`src/rtl/nasti_demux_pkg.sv`:
```
// Shared types and constants for the NASTI address demultiplexer.
// Holds the target index type (lanes 0..7, value 8 = internal error sink),
// the AXI response codes and the write/read FSM state encodings.
package nasti_demux_pkg;

   localparam int N_LANES = 8;

   typedef logic [3:0] tgt_t;
   localparam tgt_t TGT_ERR = 4'd8;

   localparam logic [1:0] RESP_OKAY   = 2'b00;
   localparam logic [1:0] RESP_DECERR = 2'b11;

   typedef enum logic [0:0] {
      W_IDLE,
      W_DATA
   } wstate_t;

   typedef enum logic [1:0] {
      R_IDLE,
      R_FWD,
      R_ERR
   } rstate_t;

endpackage

```
`src/rtl/nasti_channel.sv`:
```
// NASTI channel bundle carrying N_PORT parallel lanes of AW/W/B/AR/R.
// Every field is an unpacked array indexed by lane number.
//   master modport : drives AW/W/AR payload+valid, B/R ready
//   slave modport  : drives AW/W/AR ready, B/R payload+valid
interface nasti_channel #(
   parameter int N_PORT     = 8,
   parameter int ID_WIDTH   = 1,
   parameter int ADDR_WIDTH = 8,
   parameter int DATA_WIDTH = 8,
   parameter int USER_WIDTH = 1
) ();

   logic [ID_WIDTH-1:0]     aw_id     [N_PORT];
   logic [ADDR_WIDTH-1:0]   aw_addr   [N_PORT];
   logic [7:0]              aw_len    [N_PORT];
   logic [2:0]              aw_size   [N_PORT];
   logic [1:0]              aw_burst  [N_PORT];
   logic                    aw_lock   [N_PORT];
   logic [3:0]              aw_cache  [N_PORT];
   logic [2:0]              aw_prot   [N_PORT];
   logic [3:0]              aw_qos    [N_PORT];
   logic [3:0]              aw_region [N_PORT];
   logic [USER_WIDTH-1:0]   aw_user   [N_PORT];
   logic                    aw_valid  [N_PORT];
   logic                    aw_ready  [N_PORT];

   logic [DATA_WIDTH-1:0]   w_data    [N_PORT];
   logic [DATA_WIDTH/8-1:0] w_strb    [N_PORT];
   logic                    w_last    [N_PORT];
   logic [USER_WIDTH-1:0]   w_user    [N_PORT];
   logic                    w_valid   [N_PORT];
   logic                    w_ready   [N_PORT];

   logic [ID_WIDTH-1:0]     b_id      [N_PORT];
   logic [1:0]              b_resp    [N_PORT];
   logic [USER_WIDTH-1:0]   b_user    [N_PORT];
   logic                    b_valid   [N_PORT];
   logic                    b_ready   [N_PORT];

   logic [ID_WIDTH-1:0]     ar_id     [N_PORT];
   logic [ADDR_WIDTH-1:0]   ar_addr   [N_PORT];
   logic [7:0]              ar_len    [N_PORT];
   logic [2:0]              ar_size   [N_PORT];
   logic [1:0]              ar_burst  [N_PORT];
   logic                    ar_lock   [N_PORT];
   logic [3:0]              ar_cache  [N_PORT];
   logic [2:0]              ar_prot   [N_PORT];
   logic [3:0]              ar_qos    [N_PORT];
   logic [3:0]              ar_region [N_PORT];
   logic [USER_WIDTH-1:0]   ar_user   [N_PORT];
   logic                    ar_valid  [N_PORT];
   logic                    ar_ready  [N_PORT];

   logic [ID_WIDTH-1:0]     r_id      [N_PORT];
   logic [DATA_WIDTH-1:0]   r_data    [N_PORT];
   logic [1:0]              r_resp    [N_PORT];
   logic                    r_last    [N_PORT];
   logic [USER_WIDTH-1:0]   r_user    [N_PORT];
   logic                    r_valid   [N_PORT];
   logic                    r_ready   [N_PORT];

   modport master (
      output aw_id, aw_addr, aw_len, aw_size, aw_burst, aw_lock, aw_cache,
             aw_prot, aw_qos, aw_region, aw_user, aw_valid,
      input  aw_ready,
      output w_data, w_strb, w_last, w_user, w_valid,
      input  w_ready,
      input  b_id, b_resp, b_user, b_valid,
      output b_ready,
      output ar_id, ar_addr, ar_len, ar_size, ar_burst, ar_lock, ar_cache,
             ar_prot, ar_qos, ar_region, ar_user, ar_valid,
      input  ar_ready,
      input  r_id, r_data, r_resp, r_last, r_user, r_valid,
      output r_ready
   );

   modport slave (
      input  aw_id, aw_addr, aw_len, aw_size, aw_burst, aw_lock, aw_cache,
             aw_prot, aw_qos, aw_region, aw_user, aw_valid,
      output aw_ready,
      input  w_data, w_strb, w_last, w_user, w_valid,
      output w_ready,
      output b_id, b_resp, b_user, b_valid,
      input  b_ready,
      input  ar_id, ar_addr, ar_len, ar_size, ar_burst, ar_lock, ar_cache,
             ar_prot, ar_qos, ar_region, ar_user, ar_valid,
      output ar_ready,
      output r_id, r_data, r_resp, r_last, r_user, r_valid,
      input  r_ready
   );

endinterface

```
`src/rtl/nasti_err_slave.sv`:
```
// Sequential DECERR responder for transactions that decode to no lane.
// Inputs : handshake strobes for AW/W-last/B/AR/R of the error target,
//          plus the AW id, AR id and AR burst length.
// Outputs: one pending B beat (b_valid/b_id) and an R beat stream
//          (r_valid/r_id/r_last) of ar_len+1 beats.
module nasti_err_slave #(
   parameter int ID_WIDTH = 1
) (
   input  logic                clk,
   input  logic                rst,
   input  logic                aw_hs,
   input  logic [ID_WIDTH-1:0] aw_id,
   input  logic                w_last_hs,
   input  logic                b_hs,
   input  logic                ar_hs,
   input  logic [ID_WIDTH-1:0] ar_id,
   input  logic [7:0]          ar_len,
   input  logic                r_hs,
   output logic                b_valid,
   output logic [ID_WIDTH-1:0] b_id,
   output logic                r_valid,
   output logic [ID_WIDTH-1:0] r_id,
   output logic                r_last
);
   import nasti_demux_pkg::*;

   logic                b_valid_q, b_valid_d;
   logic [ID_WIDTH-1:0] aw_id_q, aw_id_d;
   logic                r_valid_q, r_valid_d;
   logic [ID_WIDTH-1:0] ar_id_q, ar_id_d;
   logic [7:0]          beat_q, beat_d;

   // The beat counter holds the number of beats still to follow the
   // current one, so the final beat is the one where it reads zero.
   always_comb begin
      b_valid_d = b_valid_q;
      aw_id_d   = aw_id_q;
      r_valid_d = r_valid_q;
      ar_id_d   = ar_id_q;
      beat_d    = beat_q;
      if (aw_hs)
         aw_id_d = aw_id;
      if (b_hs)
         b_valid_d = 1'b0;
      if (w_last_hs)
         b_valid_d = 1'b1;
      if (ar_hs) begin
         r_valid_d = 1'b1;
         beat_d    = ar_len;
         ar_id_d   = ar_id;
      end else if (r_hs) begin
         if (beat_q == 8'd0)
            r_valid_d = 1'b0;
         else
            beat_d = beat_q - 8'd1;
      end
   end

   always_ff @(posedge clk or posedge rst) begin
      if (rst) begin
         b_valid_q <= 1'b0;
         aw_id_q   <= '0;
         r_valid_q <= 1'b0;
         ar_id_q   <= '0;
         beat_q    <= 8'd0;
      end else begin
         b_valid_q <= b_valid_d;
         aw_id_q   <= aw_id_d;
         r_valid_q <= r_valid_d;
         ar_id_q   <= ar_id_d;
         beat_q    <= beat_d;
      end
   end

   assign b_valid = b_valid_q;
   assign b_id    = aw_id_q;
   assign r_valid = r_valid_q;
   assign r_id    = ar_id_q;
   assign r_last  = (beat_q == 8'd0);

endmodule

```
`src/rtl/nasti_demux.sv`:
```
// Routes one upstream NASTI master (s, lane 0) onto up to 8 downstream
// lanes (m) by address decode and steers B/R responses back upstream.
// Unmapped addresses go to an internal DECERR responder.
//   clk, rst : single clock, asynchronous active-high reset
//   s        : upstream slave-side bundle, lane 0 used
//   m        : downstream master-side bundle, lanes 0..7
// A single-target outstanding window per direction keeps responses in
// order: new requests are accepted only towards the current target, or
// towards any target once the window has drained.
module nasti_demux #(
   parameter int ID_WIDTH   = 1,
   parameter int ADDR_WIDTH = 8,
   parameter int DATA_WIDTH = 8,
   parameter int USER_WIDTH = 1,
   parameter int W_MAX      = 2,
   parameter int R_MAX      = 2,
   parameter logic [ADDR_WIDTH-1:0] BASE0 = '0, BASE1 = '0, BASE2 = '0, BASE3 = '0,
   parameter logic [ADDR_WIDTH-1:0] BASE4 = '0, BASE5 = '0, BASE6 = '0, BASE7 = '0,
   parameter logic [ADDR_WIDTH-1:0] MASK0 = '0, MASK1 = '0, MASK2 = '0, MASK3 = '0,
   parameter logic [ADDR_WIDTH-1:0] MASK4 = '0, MASK5 = '0, MASK6 = '0, MASK7 = '0
) (
   input  logic         clk,
   input  logic         rst,
   nasti_channel.slave  s,
   nasti_channel.master m
);
   import nasti_demux_pkg::*;

   localparam int WCW = $clog2(W_MAX + 1);
   localparam int RCW = $clog2(R_MAX + 1);
   localparam logic [ADDR_WIDTH-1:0] BASE_A [N_LANES] =
      '{BASE0, BASE1, BASE2, BASE3, BASE4, BASE5, BASE6, BASE7};
   localparam logic [ADDR_WIDTH-1:0] MASK_A [N_LANES] =
      '{MASK0, MASK1, MASK2, MASK3, MASK4, MASK5, MASK6, MASK7};

   // Scanning downwards leaves the lowest matching port as the winner.
   function automatic tgt_t decode(input logic [ADDR_WIDTH-1:0] addr);
      tgt_t t;
      t = TGT_ERR;
      for (int i = N_LANES - 1; i >= 0; i--)
         if (MASK_A[i] != '0 && (addr & MASK_A[i]) == (BASE_A[i] & MASK_A[i]))
            t = tgt_t'(i);
      return t;
   endfunction

   wstate_t        wstate_q, wstate_d;
   rstate_t        rstate_q, rstate_d;
   tgt_t           wtgt_q, wtgt_d, rtgt_q, rtgt_d;
   logic [WCW-1:0] wcnt_q, wcnt_d;
   logic [RCW-1:0] rcnt_q, rcnt_d;
   tgt_t           aw_tgt, ar_tgt;
   logic           aw_ok, ar_ok;
   logic           aw_hs, w_hs, b_hs, ar_hs, r_hs, r_last_hs;
   logic                err_b_valid, err_r_valid, err_r_last;
   logic [ID_WIDTH-1:0] err_b_id, err_r_id;

   // Window admission. An error write is held off while its single DECERR
   // B is still pending, and an error read needs an empty read window.
   always_comb begin
      aw_tgt = decode(s.aw_addr[0]);
      ar_tgt = decode(s.ar_addr[0]);
      aw_ok  = !rst && wstate_q == W_IDLE && wcnt_q < WCW'(W_MAX) &&
               (wcnt_q == '0 || aw_tgt == wtgt_q) &&
               !(aw_tgt == TGT_ERR && err_b_valid);
      ar_ok  = !rst && rcnt_q < RCW'(R_MAX) &&
               (rcnt_q == '0 || (ar_tgt == rtgt_q && ar_tgt != TGT_ERR));
   end

   // Lane steering. Payload fields are broadcast to every lane and only
   // the selected lane's valid is raised; everything is gated by reset.
   always_comb begin
      for (int i = 0; i < N_LANES; i++) begin
         m.aw_id[i]     = s.aw_id[0];     m.aw_addr[i]   = s.aw_addr[0];
         m.aw_len[i]    = s.aw_len[0];    m.aw_size[i]   = s.aw_size[0];
         m.aw_burst[i]  = s.aw_burst[0];  m.aw_lock[i]   = s.aw_lock[0];
         m.aw_cache[i]  = s.aw_cache[0];  m.aw_prot[i]   = s.aw_prot[0];
         m.aw_qos[i]    = s.aw_qos[0];    m.aw_region[i] = s.aw_region[0];
         m.aw_user[i]   = s.aw_user[0];   m.aw_valid[i]  = 1'b0;
         m.w_data[i]    = s.w_data[0];    m.w_strb[i]    = s.w_strb[0];
         m.w_last[i]    = s.w_last[0];    m.w_user[i]    = s.w_user[0];
         m.w_valid[i]   = 1'b0;           m.b_ready[i]   = 1'b0;
         m.ar_id[i]     = s.ar_id[0];     m.ar_addr[i]   = s.ar_addr[0];
         m.ar_len[i]    = s.ar_len[0];    m.ar_size[i]   = s.ar_size[0];
         m.ar_burst[i]  = s.ar_burst[0];  m.ar_lock[i]   = s.ar_lock[0];
         m.ar_cache[i]  = s.ar_cache[0];  m.ar_prot[i]   = s.ar_prot[0];
         m.ar_qos[i]    = s.ar_qos[0];    m.ar_region[i] = s.ar_region[0];
         m.ar_user[i]   = s.ar_user[0];   m.ar_valid[i]  = 1'b0;
         m.r_ready[i]   = 1'b0;
         s.aw_ready[i]  = 1'b0;           s.w_ready[i]   = 1'b0;
         s.b_valid[i]   = 1'b0;           s.b_id[i]      = '0;
         s.b_resp[i]    = RESP_OKAY;      s.b_user[i]    = '0;
         s.ar_ready[i]  = 1'b0;           s.r_valid[i]   = 1'b0;
         s.r_id[i]      = '0;             s.r_data[i]    = '0;
         s.r_resp[i]    = RESP_OKAY;      s.r_last[i]    = 1'b0;
         s.r_user[i]    = '0;
      end
      if (aw_ok) begin
         if (aw_tgt == TGT_ERR)
            s.aw_ready[0] = 1'b1;
         else begin
            m.aw_valid[aw_tgt[2:0]] = s.aw_valid[0];
            s.aw_ready[0]           = m.aw_ready[aw_tgt[2:0]];
         end
      end
      if (!rst && wstate_q == W_DATA) begin
         if (wtgt_q == TGT_ERR)
            s.w_ready[0] = 1'b1;
         else begin
            m.w_valid[wtgt_q[2:0]] = s.w_valid[0];
            s.w_ready[0]           = m.w_ready[wtgt_q[2:0]];
         end
      end
      if (!rst && wcnt_q != '0) begin
         if (wtgt_q == TGT_ERR) begin
            s.b_valid[0] = err_b_valid;
            s.b_id[0]    = err_b_id;
            s.b_resp[0]  = RESP_DECERR;
         end else begin
            s.b_valid[0]          = m.b_valid[wtgt_q[2:0]];
            s.b_id[0]             = m.b_id[wtgt_q[2:0]];
            s.b_resp[0]           = m.b_resp[wtgt_q[2:0]];
            s.b_user[0]           = m.b_user[wtgt_q[2:0]];
            m.b_ready[wtgt_q[2:0]] = s.b_ready[0];
         end
      end
      if (ar_ok) begin
         if (ar_tgt == TGT_ERR)
            s.ar_ready[0] = 1'b1;
         else begin
            m.ar_valid[ar_tgt[2:0]] = s.ar_valid[0];
            s.ar_ready[0]           = m.ar_ready[ar_tgt[2:0]];
         end
      end
      if (!rst && rstate_q == R_ERR) begin
         s.r_valid[0] = err_r_valid;
         s.r_id[0]    = err_r_id;
         s.r_resp[0]  = RESP_DECERR;
         s.r_last[0]  = err_r_last;
      end else if (!rst && rstate_q == R_FWD) begin
         s.r_valid[0]           = m.r_valid[rtgt_q[2:0]];
         s.r_id[0]              = m.r_id[rtgt_q[2:0]];
         s.r_data[0]            = m.r_data[rtgt_q[2:0]];
         s.r_resp[0]            = m.r_resp[rtgt_q[2:0]];
         s.r_last[0]            = m.r_last[rtgt_q[2:0]];
         s.r_user[0]            = m.r_user[rtgt_q[2:0]];
         m.r_ready[rtgt_q[2:0]] = s.r_ready[0];
      end
   end

   assign aw_hs     = s.aw_valid[0] && s.aw_ready[0];
   assign w_hs      = s.w_valid[0] && s.w_ready[0];
   assign b_hs      = s.b_valid[0] && s.b_ready[0];
   assign ar_hs     = s.ar_valid[0] && s.ar_ready[0];
   assign r_hs      = s.r_valid[0] && s.r_ready[0];
   assign r_last_hs = r_hs && s.r_last[0];

   // Write FSM, target latch and outstanding-write counter.
   always_comb begin
      wstate_d = wstate_q;
      wtgt_d   = wtgt_q;
      case (wstate_q)
         W_IDLE:  if (aw_hs) begin
                     wtgt_d   = aw_tgt;
                     wstate_d = W_DATA;
                  end
         W_DATA:  if (w_hs && s.w_last[0]) wstate_d = W_IDLE;
         default: wstate_d = W_IDLE;
      endcase
      case ({aw_hs, b_hs})
         2'b10:   wcnt_d = wcnt_q + WCW'(1);
         2'b01:   wcnt_d = wcnt_q - WCW'(1);
         default: wcnt_d = wcnt_q;
      endcase
   end

   // Read FSM: idle with an empty window, otherwise forwarding from a lane
   // or replaying beats from the error responder.
   always_comb begin
      rtgt_d = ar_hs ? ar_tgt : rtgt_q;
      case ({ar_hs, r_last_hs})
         2'b10:   rcnt_d = rcnt_q + RCW'(1);
         2'b01:   rcnt_d = rcnt_q - RCW'(1);
         default: rcnt_d = rcnt_q;
      endcase
      if (rcnt_d == '0)
         rstate_d = R_IDLE;
      else if (rtgt_d == TGT_ERR)
         rstate_d = R_ERR;
      else
         rstate_d = R_FWD;
   end

   always_ff @(posedge clk or posedge rst) begin
      if (rst) begin
         wstate_q <= W_IDLE;
         rstate_q <= R_IDLE;
         wtgt_q   <= '0;
         rtgt_q   <= '0;
         wcnt_q   <= '0;
         rcnt_q   <= '0;
      end else begin
         wstate_q <= wstate_d;
         rstate_q <= rstate_d;
         wtgt_q   <= wtgt_d;
         rtgt_q   <= rtgt_d;
         wcnt_q   <= wcnt_d;
         rcnt_q   <= rcnt_d;
      end
   end

   nasti_err_slave #(.ID_WIDTH(ID_WIDTH)) u_err (
      .clk       (clk),
      .rst       (rst),
      .aw_hs     (aw_hs && aw_tgt == TGT_ERR),
      .aw_id     (s.aw_id[0]),
      .w_last_hs (w_hs && s.w_last[0] && wtgt_q == TGT_ERR),
      .b_hs      (b_hs && wtgt_q == TGT_ERR),
      .ar_hs     (ar_hs && ar_tgt == TGT_ERR),
      .ar_id     (s.ar_id[0]),
      .ar_len    (s.ar_len[0]),
      .r_hs      (r_hs && rstate_q == R_ERR),
      .b_valid   (err_b_valid),
      .b_id      (err_b_id),
      .r_valid   (err_r_valid),
      .r_id      (err_r_id),
      .r_last    (err_r_last)
   );

endmodule
```
`src/flat_wrapper.sv`:
```
// flat-port wrapper written by rule: the top's interface ports become plain ports
module nasti_demux_flat import nasti_demux_pkg::*;
#(
   parameter int ID_WIDTH   = 1,
   parameter int ADDR_WIDTH = 8,
   parameter int DATA_WIDTH = 8,
   parameter int USER_WIDTH = 1,
   parameter int W_MAX      = 2,
   parameter int R_MAX      = 2,
   parameter logic [ADDR_WIDTH-1:0] BASE0 = '0, BASE1 = '0, BASE2 = '0, BASE3 = '0,
   parameter logic [ADDR_WIDTH-1:0] BASE4 = '0, BASE5 = '0, BASE6 = '0, BASE7 = '0,
   parameter logic [ADDR_WIDTH-1:0] MASK0 = '0, MASK1 = '0, MASK2 = '0, MASK3 = '0,
   parameter logic [ADDR_WIDTH-1:0] MASK4 = '0, MASK5 = '0, MASK6 = '0, MASK7 = '0
)
  (clk, rst, s_aw_id, s_aw_addr, s_aw_len, s_aw_size, s_aw_burst, s_aw_lock, s_aw_cache, s_aw_prot, s_aw_qos, s_aw_region, s_aw_user, s_aw_valid, s_aw_ready, s_w_data, s_w_strb, s_w_last, s_w_user, s_w_valid, s_w_ready, s_b_id, s_b_resp, s_b_user, s_b_valid, s_b_ready, s_ar_id, s_ar_addr, s_ar_len, s_ar_size, s_ar_burst, s_ar_lock, s_ar_cache, s_ar_prot, s_ar_qos, s_ar_region, s_ar_user, s_ar_valid, s_ar_ready, s_r_id, s_r_data, s_r_resp, s_r_last, s_r_user, s_r_valid, s_r_ready, m_aw_id, m_aw_addr, m_aw_len, m_aw_size, m_aw_burst, m_aw_lock, m_aw_cache, m_aw_prot, m_aw_qos, m_aw_region, m_aw_user, m_aw_valid, m_aw_ready, m_w_data, m_w_strb, m_w_last, m_w_user, m_w_valid, m_w_ready, m_b_id, m_b_resp, m_b_user, m_b_valid, m_b_ready, m_ar_id, m_ar_addr, m_ar_len, m_ar_size, m_ar_burst, m_ar_lock, m_ar_cache, m_ar_prot, m_ar_qos, m_ar_region, m_ar_user, m_ar_valid, m_ar_ready, m_r_id, m_r_data, m_r_resp, m_r_last, m_r_user, m_r_valid, m_r_ready);
  nasti_channel #(.ID_WIDTH(ID_WIDTH), .ADDR_WIDTH(ADDR_WIDTH), .DATA_WIDTH(DATA_WIDTH), .USER_WIDTH(USER_WIDTH)) s_i ();
  nasti_channel #(.ID_WIDTH(ID_WIDTH), .ADDR_WIDTH(ADDR_WIDTH), .DATA_WIDTH(DATA_WIDTH), .USER_WIDTH(USER_WIDTH)) m_i ();
  input  logic clk;
  input  logic rst;
  input wire logic [$bits(s_i.aw_id)-1:0] s_aw_id;
  input wire logic [$bits(s_i.aw_addr)-1:0] s_aw_addr;
  input wire logic [$bits(s_i.aw_len)-1:0] s_aw_len;
  input wire logic [$bits(s_i.aw_size)-1:0] s_aw_size;
  input wire logic [$bits(s_i.aw_burst)-1:0] s_aw_burst;
  input wire logic [$bits(s_i.aw_lock)-1:0] s_aw_lock;
  input wire logic [$bits(s_i.aw_cache)-1:0] s_aw_cache;
  input wire logic [$bits(s_i.aw_prot)-1:0] s_aw_prot;
  input wire logic [$bits(s_i.aw_qos)-1:0] s_aw_qos;
  input wire logic [$bits(s_i.aw_region)-1:0] s_aw_region;
  input wire logic [$bits(s_i.aw_user)-1:0] s_aw_user;
  input wire logic [$bits(s_i.aw_valid)-1:0] s_aw_valid;
  output wire logic [$bits(s_i.aw_ready)-1:0] s_aw_ready;
  input wire logic [$bits(s_i.w_data)-1:0] s_w_data;
  input wire logic [$bits(s_i.w_strb)-1:0] s_w_strb;
  input wire logic [$bits(s_i.w_last)-1:0] s_w_last;
  input wire logic [$bits(s_i.w_user)-1:0] s_w_user;
  input wire logic [$bits(s_i.w_valid)-1:0] s_w_valid;
  output wire logic [$bits(s_i.w_ready)-1:0] s_w_ready;
  output wire logic [$bits(s_i.b_id)-1:0] s_b_id;
  output wire logic [$bits(s_i.b_resp)-1:0] s_b_resp;
  output wire logic [$bits(s_i.b_user)-1:0] s_b_user;
  output wire logic [$bits(s_i.b_valid)-1:0] s_b_valid;
  input wire logic [$bits(s_i.b_ready)-1:0] s_b_ready;
  input wire logic [$bits(s_i.ar_id)-1:0] s_ar_id;
  input wire logic [$bits(s_i.ar_addr)-1:0] s_ar_addr;
  input wire logic [$bits(s_i.ar_len)-1:0] s_ar_len;
  input wire logic [$bits(s_i.ar_size)-1:0] s_ar_size;
  input wire logic [$bits(s_i.ar_burst)-1:0] s_ar_burst;
  input wire logic [$bits(s_i.ar_lock)-1:0] s_ar_lock;
  input wire logic [$bits(s_i.ar_cache)-1:0] s_ar_cache;
  input wire logic [$bits(s_i.ar_prot)-1:0] s_ar_prot;
  input wire logic [$bits(s_i.ar_qos)-1:0] s_ar_qos;
  input wire logic [$bits(s_i.ar_region)-1:0] s_ar_region;
  input wire logic [$bits(s_i.ar_user)-1:0] s_ar_user;
  input wire logic [$bits(s_i.ar_valid)-1:0] s_ar_valid;
  output wire logic [$bits(s_i.ar_ready)-1:0] s_ar_ready;
  output wire logic [$bits(s_i.r_id)-1:0] s_r_id;
  output wire logic [$bits(s_i.r_data)-1:0] s_r_data;
  output wire logic [$bits(s_i.r_resp)-1:0] s_r_resp;
  output wire logic [$bits(s_i.r_last)-1:0] s_r_last;
  output wire logic [$bits(s_i.r_user)-1:0] s_r_user;
  output wire logic [$bits(s_i.r_valid)-1:0] s_r_valid;
  input wire logic [$bits(s_i.r_ready)-1:0] s_r_ready;
  output wire logic [$bits(m_i.aw_id)-1:0] m_aw_id;
  output wire logic [$bits(m_i.aw_addr)-1:0] m_aw_addr;
  output wire logic [$bits(m_i.aw_len)-1:0] m_aw_len;
  output wire logic [$bits(m_i.aw_size)-1:0] m_aw_size;
  output wire logic [$bits(m_i.aw_burst)-1:0] m_aw_burst;
  output wire logic [$bits(m_i.aw_lock)-1:0] m_aw_lock;
  output wire logic [$bits(m_i.aw_cache)-1:0] m_aw_cache;
  output wire logic [$bits(m_i.aw_prot)-1:0] m_aw_prot;
  output wire logic [$bits(m_i.aw_qos)-1:0] m_aw_qos;
  output wire logic [$bits(m_i.aw_region)-1:0] m_aw_region;
  output wire logic [$bits(m_i.aw_user)-1:0] m_aw_user;
  output wire logic [$bits(m_i.aw_valid)-1:0] m_aw_valid;
  input wire logic [$bits(m_i.aw_ready)-1:0] m_aw_ready;
  output wire logic [$bits(m_i.w_data)-1:0] m_w_data;
  output wire logic [$bits(m_i.w_strb)-1:0] m_w_strb;
  output wire logic [$bits(m_i.w_last)-1:0] m_w_last;
  output wire logic [$bits(m_i.w_user)-1:0] m_w_user;
  output wire logic [$bits(m_i.w_valid)-1:0] m_w_valid;
  input wire logic [$bits(m_i.w_ready)-1:0] m_w_ready;
  input wire logic [$bits(m_i.b_id)-1:0] m_b_id;
  input wire logic [$bits(m_i.b_resp)-1:0] m_b_resp;
  input wire logic [$bits(m_i.b_user)-1:0] m_b_user;
  input wire logic [$bits(m_i.b_valid)-1:0] m_b_valid;
  output wire logic [$bits(m_i.b_ready)-1:0] m_b_ready;
  output wire logic [$bits(m_i.ar_id)-1:0] m_ar_id;
  output wire logic [$bits(m_i.ar_addr)-1:0] m_ar_addr;
  output wire logic [$bits(m_i.ar_len)-1:0] m_ar_len;
  output wire logic [$bits(m_i.ar_size)-1:0] m_ar_size;
  output wire logic [$bits(m_i.ar_burst)-1:0] m_ar_burst;
  output wire logic [$bits(m_i.ar_lock)-1:0] m_ar_lock;
  output wire logic [$bits(m_i.ar_cache)-1:0] m_ar_cache;
  output wire logic [$bits(m_i.ar_prot)-1:0] m_ar_prot;
  output wire logic [$bits(m_i.ar_qos)-1:0] m_ar_qos;
  output wire logic [$bits(m_i.ar_region)-1:0] m_ar_region;
  output wire logic [$bits(m_i.ar_user)-1:0] m_ar_user;
  output wire logic [$bits(m_i.ar_valid)-1:0] m_ar_valid;
  input wire logic [$bits(m_i.ar_ready)-1:0] m_ar_ready;
  input wire logic [$bits(m_i.r_id)-1:0] m_r_id;
  input wire logic [$bits(m_i.r_data)-1:0] m_r_data;
  input wire logic [$bits(m_i.r_resp)-1:0] m_r_resp;
  input wire logic [$bits(m_i.r_last)-1:0] m_r_last;
  input wire logic [$bits(m_i.r_user)-1:0] m_r_user;
  input wire logic [$bits(m_i.r_valid)-1:0] m_r_valid;
  output wire logic [$bits(m_i.r_ready)-1:0] m_r_ready;
  assign s_i.aw_id = {>>{s_aw_id}};
  assign s_i.aw_addr = {>>{s_aw_addr}};
  assign s_i.aw_len = {>>{s_aw_len}};
  assign s_i.aw_size = {>>{s_aw_size}};
  assign s_i.aw_burst = {>>{s_aw_burst}};
  assign s_i.aw_lock = {>>{s_aw_lock}};
  assign s_i.aw_cache = {>>{s_aw_cache}};
  assign s_i.aw_prot = {>>{s_aw_prot}};
  assign s_i.aw_qos = {>>{s_aw_qos}};
  assign s_i.aw_region = {>>{s_aw_region}};
  assign s_i.aw_user = {>>{s_aw_user}};
  assign s_i.aw_valid = {>>{s_aw_valid}};
  assign s_aw_ready = {>>{s_i.aw_ready}};
  assign s_i.w_data = {>>{s_w_data}};
  assign s_i.w_strb = {>>{s_w_strb}};
  assign s_i.w_last = {>>{s_w_last}};
  assign s_i.w_user = {>>{s_w_user}};
  assign s_i.w_valid = {>>{s_w_valid}};
  assign s_w_ready = {>>{s_i.w_ready}};
  assign s_b_id = {>>{s_i.b_id}};
  assign s_b_resp = {>>{s_i.b_resp}};
  assign s_b_user = {>>{s_i.b_user}};
  assign s_b_valid = {>>{s_i.b_valid}};
  assign s_i.b_ready = {>>{s_b_ready}};
  assign s_i.ar_id = {>>{s_ar_id}};
  assign s_i.ar_addr = {>>{s_ar_addr}};
  assign s_i.ar_len = {>>{s_ar_len}};
  assign s_i.ar_size = {>>{s_ar_size}};
  assign s_i.ar_burst = {>>{s_ar_burst}};
  assign s_i.ar_lock = {>>{s_ar_lock}};
  assign s_i.ar_cache = {>>{s_ar_cache}};
  assign s_i.ar_prot = {>>{s_ar_prot}};
  assign s_i.ar_qos = {>>{s_ar_qos}};
  assign s_i.ar_region = {>>{s_ar_region}};
  assign s_i.ar_user = {>>{s_ar_user}};
  assign s_i.ar_valid = {>>{s_ar_valid}};
  assign s_ar_ready = {>>{s_i.ar_ready}};
  assign s_r_id = {>>{s_i.r_id}};
  assign s_r_data = {>>{s_i.r_data}};
  assign s_r_resp = {>>{s_i.r_resp}};
  assign s_r_last = {>>{s_i.r_last}};
  assign s_r_user = {>>{s_i.r_user}};
  assign s_r_valid = {>>{s_i.r_valid}};
  assign s_i.r_ready = {>>{s_r_ready}};
  assign m_aw_id = {>>{m_i.aw_id}};
  assign m_aw_addr = {>>{m_i.aw_addr}};
  assign m_aw_len = {>>{m_i.aw_len}};
  assign m_aw_size = {>>{m_i.aw_size}};
  assign m_aw_burst = {>>{m_i.aw_burst}};
  assign m_aw_lock = {>>{m_i.aw_lock}};
  assign m_aw_cache = {>>{m_i.aw_cache}};
  assign m_aw_prot = {>>{m_i.aw_prot}};
  assign m_aw_qos = {>>{m_i.aw_qos}};
  assign m_aw_region = {>>{m_i.aw_region}};
  assign m_aw_user = {>>{m_i.aw_user}};
  assign m_aw_valid = {>>{m_i.aw_valid}};
  assign m_i.aw_ready = {>>{m_aw_ready}};
  assign m_w_data = {>>{m_i.w_data}};
  assign m_w_strb = {>>{m_i.w_strb}};
  assign m_w_last = {>>{m_i.w_last}};
  assign m_w_user = {>>{m_i.w_user}};
  assign m_w_valid = {>>{m_i.w_valid}};
  assign m_i.w_ready = {>>{m_w_ready}};
  assign m_i.b_id = {>>{m_b_id}};
  assign m_i.b_resp = {>>{m_b_resp}};
  assign m_i.b_user = {>>{m_b_user}};
  assign m_i.b_valid = {>>{m_b_valid}};
  assign m_b_ready = {>>{m_i.b_ready}};
  assign m_ar_id = {>>{m_i.ar_id}};
  assign m_ar_addr = {>>{m_i.ar_addr}};
  assign m_ar_len = {>>{m_i.ar_len}};
  assign m_ar_size = {>>{m_i.ar_size}};
  assign m_ar_burst = {>>{m_i.ar_burst}};
  assign m_ar_lock = {>>{m_i.ar_lock}};
  assign m_ar_cache = {>>{m_i.ar_cache}};
  assign m_ar_prot = {>>{m_i.ar_prot}};
  assign m_ar_qos = {>>{m_i.ar_qos}};
  assign m_ar_region = {>>{m_i.ar_region}};
  assign m_ar_user = {>>{m_i.ar_user}};
  assign m_ar_valid = {>>{m_i.ar_valid}};
  assign m_i.ar_ready = {>>{m_ar_ready}};
  assign m_i.r_id = {>>{m_r_id}};
  assign m_i.r_data = {>>{m_r_data}};
  assign m_i.r_resp = {>>{m_r_resp}};
  assign m_i.r_last = {>>{m_r_last}};
  assign m_i.r_user = {>>{m_r_user}};
  assign m_i.r_valid = {>>{m_r_valid}};
  assign m_r_ready = {>>{m_i.r_ready}};
  nasti_demux #(.ID_WIDTH(ID_WIDTH), .ADDR_WIDTH(ADDR_WIDTH), .DATA_WIDTH(DATA_WIDTH), .USER_WIDTH(USER_WIDTH), .W_MAX(W_MAX), .R_MAX(R_MAX), .BASE0(BASE0), .BASE1(BASE1), .BASE2(BASE2), .BASE3(BASE3), .BASE4(BASE4), .BASE5(BASE5), .BASE6(BASE6), .BASE7(BASE7), .MASK0(MASK0), .MASK1(MASK1), .MASK2(MASK2), .MASK3(MASK3), .MASK4(MASK4), .MASK5(MASK5), .MASK6(MASK6), .MASK7(MASK7)) u_core (.clk(clk), .rst(rst), .s(s_i), .m(m_i));
endmodule
```
`config.mk`:
```
export PLATFORM = sky130hd
export DESIGN_NAME = nasti_demux_flat
export DESIGN_NICKNAME = d
export VERILOG_FILES = /design/src/rtl/nasti_demux_pkg.sv /design/src/rtl/nasti_channel.sv /design/src/rtl/nasti_err_slave.sv /design/src/rtl/nasti_demux.sv /design/src/flat_wrapper.sv
export SDC_FILE = /design/constraint.sdc
export NUM_CORES = 1
export LEC_CHECK = 0
export BUFFER_PORTS_ARGS = -buffer_cell sky130_fd_sc_hd__buf_2
export CORE_AREA = 8 8 714 716
export DETAILED_ROUTE_END_ITERATION = 10
export DIE_AREA = 0 0 722 724
export PLACE_DENSITY = 0.3
export SYNTH_ARGS = -nofsm -noshare
export SYNTH_HDL_FRONTEND = slang
export SYNTH_SLANG_ARGS = --single-unit
```
`constraint.sdc`:
```
create_clock -name clk -period 2.7 [get_ports clk]
set_input_delay 0.54 -clock clk [delete_from_list [all_inputs] [get_ports clk]]
set_output_delay 0.54 -clock clk [all_outputs]
set_load 0.005 [all_outputs]
```
==> results of run 1 <==
==> area by class of cell <==
class,instances,area (sq um),share of cell area
tap,6681,8360,0.610
timing repair buffer,305,2090,0.153
inverter,8,30.0,0.00219
sequential,24,612,0.0447
clock inverter,1,30.0,0.00219
clock buffer,3,75.1,0.00548
multi-input combinational,363,2490,0.182
antenna,4,10.0,0.000731
==> routing by layer <==
| metal | global-route usage | part of all wire |
|---|---|---|
| met5 | 0.00110 | 0.0017 |
| met4 | 0.00137 | 0.0045 |
| met3 | 0.0304 | 0.22 |
| met2 | 0.0542 | 0.53 |
| met1 | 0.0203 | 0.24 |
==> power groups by stage <==
stage          registers (mW)  logic (mW)  clock network [mW]
6_report                0.646        1.36               0.462
5_1_grt                 0.672        1.52               0.489
4_1_cts                 0.649        1.41               0.492
3_5_place_dp            0.644        1.33                   0
3_3_place_gp            0.642        1.33                   0
2_1_floorplan           0.596        1.57                   0
==> sequential cells by signal, summed over array words and instances, names as in the netlist <==
signal / cells
u_core.rcnt_q: 2
u_core.rstate_q: 2
u_core.rtgt_q: 4
u_core.u_err.b_id: 1
u_core.u_err.b_valid: 1
u_core.u_err.beat_q: 8
u_core.u_err.r_id: 1
u_core.u_err.r_valid: 1
u_core.wcnt_q: 2
u_core.wstate_q: 1
u_core.wtgt_q: 1
==> Yosys cell counts, types with 2 or more instances <==
master    instances
buf_4           899
nor2_1           30
nor4b_1           4
or3_1             2
nor3_1            6
buf_1             4
xor2_1            2
ha_1              4
nand3_1          11
xnor2_1           6
o211ai_1          3
dfrtp_1          24
a21oi_1           3
inv_1             8
mux2i_1          15
or4_1             5
nand2b_1          3
buf_2             3
o21ai_0           7
and2_1            6
clkbuf_1          9
a211oi_1          2
nor3b_1           3
mux4_2           28
nand2_1          24
==> kinds of logic (layout without fill, tap and decap cells) <==
kind of cell | count (synthesis) | after routing | share of synthesized area
other | 1 | 188 | 0.000416
buffers and inverters | 923 | 317 | 0.759
AND/OR/NAND/NOR | 100 | 100 | 0.0547
XOR/XNOR | 8 | 8 | 0.00777
multiplexers | 44 | 44 | 0.0879
AO/OA/AOI/OAI | 23 | 23 | 0.0178
flip-flops | 24 | 24 | 0.0666
adder cells (fa/ha/maj) | 4 | 4 | 0.00555
==> worst max-delay path: stages, from the launching register on <==
cell	delay, ns
dfrtp_4	0.51
buf_12	0.15
buf_12	0.13
buf_6	0.13
mux4_2	0.57
mux2i_1	0.18
buf_4	0.14
nor2_1	0.04
buf_6	0.14
==> repair_timing <==
action | CTS | global route
hold endpoints to repair | 0 | 0
buffers inserted | 2 | 1
cloned | 1 | 0
setup endpoints to repair | 18 | 21
gates resized for setup | 57 | 7
hold buffers | 0 | 0
pin swaps | 10 | 6
==> through the flow <==
stage	util	instances	setup TNS (ns)
2_1_floorplan	-	1310	0
5_1_grt	0.0274	7387	-3.42
3_5_place_dp	0.0265	7377	-1.71
6_report	0.0274	7389	-1.05
3_3_place_gp	0.0265	7377	-1.58
4_1_cts	0.0273	7384	-3.03
==> worst max-delay path by stage <==
stage | end | slack [ns] | cells past startpoint
floorplan | u_core.rstate_q[0] | 0.37 | 10
global route | s_r_valid[7] | -0.26 | 7
global placement | u_core.rstate_q[0] | -0.32 | 11
finish | s_r_data[62] | -0.14 | 8
CTS | s_r_valid[7] | -0.23 | 7
detailed placement | u_core.rstate_q[0] | -0.31 | 11
==> run_results.csv, run 1 <==
group,metric,value,unit
sta,grt_setup_unrepaired,"true",
sta,setup_viol,16,
run_status,status,"finished, violations left",
sta,holdWs,0.473,ns
clock_network,cts_tree,"built",
finish,nets,1639,
power_and_ir_drop,p_leak,2.88,nW
synthesis,synth.distinct_cells,41,
finish,syn2layout_area_growth,52.0,%
synthesis,synth-async-reset-ratio,1.00,
synthesis,yosys-top-cells-area,"buf_4 75%, mux4_2 7.0%, dfrtp_1 6.7%",
floorplan,initial_utilization,0.0181,
synthesis,synth_top_area_cell,"buf_4",
global_route,grt_pass1_wl,87900,microns
drt,vias,4351,
power_and_ir_drop,p_int,1.35,mW
global_route,grtUsageTotal,0.0289,
global_route,grt_overflow,0,
synthesis,yosys.area.top_type_share,0.749,
finish,final_common_cell,"buf_2",
floorplan,rows,260,
finish,drive_gt1_frac,0.528,
global_route,antenna_found_initial,31,
placed_design,dp_hpwl,76200,microns
critical_path,cp.required,2.16,ns
finish,fillers,59800,
drt,via_per_inst,0.589,
synthesis,ys_warn_count,0,
critical_path,reg2reg_to,"u_core.rstate_q[0]",
critical_path,startpoint_type,"register",
critical_path,arrival,2.30,ns
power_and_ir_drop,p_per_area,180,nW/um^2
drt,ant_nets,0,
placed_design,dpl_cell_area,13200,sq um
power_and_ir_drop,p_clk_frac,0.187,
clock_network,cts_sinks,24,
worst_hold_path,hp-class,"register to register",
power_and_ir_drop,swShare,0.453,
placed_design,gp_congestion,0.581,
job,drv_cap,0,
floorplan,ios,1858,
critical_path,r2r_cells,12,
sta,fin_crit_sh,1.05,
floorplan,dieArea,523000,sq um
sta,worstMarginPinSlew,0.630,ns
finish,fin_area,13700,sq um
placed_design,port_buffers,255,
sta,hold_viol_final,0,
run_status,violations,"setup timing",
sta,layout_min_cycle_time,2.84,ns
power_and_ir_drop,p_switching,1.12,mW
worst_hold_path,min_to,"u_core.rtgt_q[3]",
drt,wire_per_inst,10.9,microns
synthesis,synthFlopType,"dfrtp_1",
critical_path,cp-startpoint,"u_core.rtgt_q[0]",
sta,fmax,352,MHz
power_and_ir_drop,max-vdd-ir-drop,261,uV
global_route,grt_pass1_vias,4648,
finish,layout_common_cells,"240 x buf_2, 184 x conb_1, 28 x mux4_2, 25 x buf_4, 25 x buf_12",
synthesis,synth_area,9010,sq um
floorplan,fp.coreArea,499000,sq um
clock_network,cts_root_buf,"clkbuf_16",
clock_network,clkLatencyLatePin,0.28,ns
sta,max_slew_margin,0.579,
critical_path,cp_max_fo,4,
synthesis,seq_area_frac_synth,0.0666,
worst_hold_path,holdPathStages,1,
sta,layout_setup_ws,-0.139,ns
floorplan,dieWidth,722,microns
power_and_ir_drop,totalPowerFinal,2.46,mW
synthesis,synth-edff-count,0,
synthesis,synth_seq_cells,24,
drt,wl,80800,microns
synthesis,syn_area_per_cell,8.00,sq um
synthesis,syn_inst,1127,
placed_design,preCtsSetupSlack,-0.307,ns
critical_path,crit_path_end_kind,"output pin",
drt,drtIter0Drc,158,
sta,skew,0.00527,ns
clock_network,cts_max_level,1,
power_and_ir_drop,seqPwrFrac,0.262,
critical_path,r2r_slack,-0.04,ns
drt,drt-pass1-iter-count,4,
global_route,grt_max_degree,19,
worst_hold_path,worstHoldStart,"u_core.rtgt_q[3]",
floorplan,die_height,724,microns
critical_path,r2r_start,"u_core.rtgt_q[0]",
clock_network,cts_buffers,3,
sta,slew_violations,0,
drt,drc,0,
power_and_ir_drop,p_comb_frac,0.550,
clock_network,cts.reportedPaths.clkPinSlew,0.08,ns
clock_network,cts_buffer_depth,2,
critical_path,path_class,"register to output pin",
Power figures use the tool's default switching activity.
==> run 2: changes to the inputs <==
- CORE_AREA: 8 8 714 716 -> 2 2 729 731
- DIE_AREA: 0 0 722 724 -> 0 0 731 733
==> run_results.csv, run 2 (synthesis results as in run 1) <==
group,metric,value,unit
sta,holdWs,0.471,ns
clock_network,cts_tree,"built",
global_route,use_met2,0.0507,
power_and_ir_drop,max-vdd-ir-drop,186,uV
global_route,grtUsageMet3,0.0265,
placed_design,dpl_cell_area,13600,sq um
floorplan,initial_utilization,0.0171,
placed_design,dp_hpwl,76100,microns
drt,wire_per_inst,10.5,microns
floorplan,rows,267,
finish,layout_common_cells,"241 x buf_2, 184 x conb_1, 29 x buf_4, 28 x mux4_2, 24 x buf_12",
drt,ant_nets,0,
drt,vias,4457,
critical_path,cp_max_fo,5,
floorplan,fp.coreArea,527000,sq um
drt,drtIter0Drc,170,
drt,wl,80600,microns
sta,fmax,342,MHz
clock_network,cts_root_buf,"clkbuf_16",
critical_path,startpoint_type,"register",
power_and_ir_drop,p_leak,2.89,nW
critical_path,arrival,2.38,ns
critical_path,cp.required,2.16,ns
critical_path,cp_common_cell,"buf_12",
sta,layout_setup_ws,-0.221,ns
finish,fin_util,0.0267,
clock_network,clkLatencyLatePin,0.30,ns
finish,final_common_cell,"buf_2",
placed_design,preCtsSetupSlack,-0.125,ns
finish,syn2layout_area_growth,56.2,%
sta,max_slew_margin,0.334,
finish,largest_reg_flops,8,
drt,drc,0,
critical_path,slowest_stage,"dfrtp_4",
run_status,status,"finished, violations left",
job,drv_cap,0,
critical_path,path_cells,"buf_12 > buf_16 > buf_4 > mux4_2 > mux2i_4 > buf_12 > nor2_4 > buf_12",
floorplan,dieWidth,731,microns
sta,slew_violations,0,
placed_design,gp_congestion,0.590,
finish,reg.largest.list,"u_core.u_err.beat_q x8, u_core.rtgt_q x4",
finish,fin_area,14100,sq um
clock_network,cts_max_level,1,
finish,largest_register,"u_core.u_err.beat_q",
worst_hold_path,hp-class,"register to register",
sta,layout_min_cycle_time,2.92,ns
global_route,grt-busiest-layer,"met2",
sta,skew,0.0118,ns
clock_network,cts.reportedPaths.clkPinSlew,0.08,ns
floorplan,die_height,733,microns
sta,finalSetupTns,-1.56,ns
critical_path,max_stage_delay,0.52,ns
drt,via_per_inst,0.578,
floorplan,ios,1858,
sta,worstMarginPinSlew,0.999,ns
finish,drive_gt1_frac,0.526,
global_route,grt_util_met1,0.0228,
global_route,antenna_found_initial,41,
sta,grt_setup_unrepaired,"true",
placed_design,port_buffers,255,
critical_path,path_class,"register to output pin",
global_route,grt_pass1_vias,4084,
clock_network,cts_buffer_depth,2,
critical_path,crit_path_end_kind,"output pin",
drt,drt-pass1-iter-count,5,
sta,hold_viol_final,0,
global_route,grt_max_degree,20,
power_and_ir_drop,p_per_area,174,nW/um^2
clock_network,cts_buffers,3,
global_route,grtUsageTotal,0.0287,
finish,nets,1642,
clock_network,cts_sinks,24,
sta,setup_viol,13,
global_route,grt_pass1_wl,88000,microns
run_status,violations,"setup timing",
global_route,grt_overflow,0,
floorplan,dieArea,536000,sq um
sta,fin_crit_sh,1.08,
==> run 2: timing repair <==
item / CTS / global route
gates cloned: 1 / 0
gates resized for setup: 42 / 20
pin swaps: 11 / 6
setup buffers: 6 / 3
setup endpoints to repair: 17 / 19
hold endpoints to repair: 0 / 0
hold buffers: 0 / 0
==> run 2: final cells by class <==
type	count	area, sq um
fill	62900	513000
multi-input combinational	363	2460
timing repair buffer	308	2100
clock buffer	3	75.1
tap	6994	8750
clock inverter	1	30.0
sequential	24	609
antenna	8	20.0
inverter	8	30.0
==> run 2: where the power goes <==
part           total, mW  switching [mW]  internal (mW)  leakage (nW)
sequential         0.639           0.145          0.494         0.283
combinational       1.32           0.770          0.549          2.56
clock              0.492           0.195          0.297        0.0512
total               2.45            1.11           1.34          2.89
==> run 2: path summary, 6_finish.rpt <==
kind | startpoint | endpoint | slack [ns] | cells after the start
worst max-delay path | u_core.rtgt_q[0] | s_r_data[63] | -0.22 | 8
worst min-delay path | u_core.rtgt_q[3] | u_core.rtgt_q[3] | 0.47 | 1
worst max register to register | u_core.rtgt_q[0] | u_core.rstate_q[1] | 0.02 | 12
worst min register to register | u_core.rtgt_q[3] | u_core.rtgt_q[3] | 0.47 | 1
max in group asynchronous | rst | u_core.rtgt_q[0] | 1.11 | 4
min in group asynchronous | rst | u_core.u_err.r_id | 0.86 | 4
==> run 2: per-stage QoR <==
step	power, mW	instances
after CTS	2.55	7698
after global routing	2.68	7703
after detailed placement	1.96	7687
after global placement	1.96	7687
final	2.45	7709
after floorplan	2.17	1310
==> run 2: routing by layer <==
layer  vias to the layer above  wire length, microns
met4                        12                  2210
met2                       786                 40100
met5                         -                   136
met1                      1877                 22200
li1                       1641                     -
met3                       141                 15900
==> run 2: worst max-delay path, delay by kind of cell, from the launching register on <==
family                 cells  cell delay (ns)
DFF                        1             0.52
buffers and inverters      5             0.76
and+or+nand+nor            1             0.05
muxes                      2             0.67
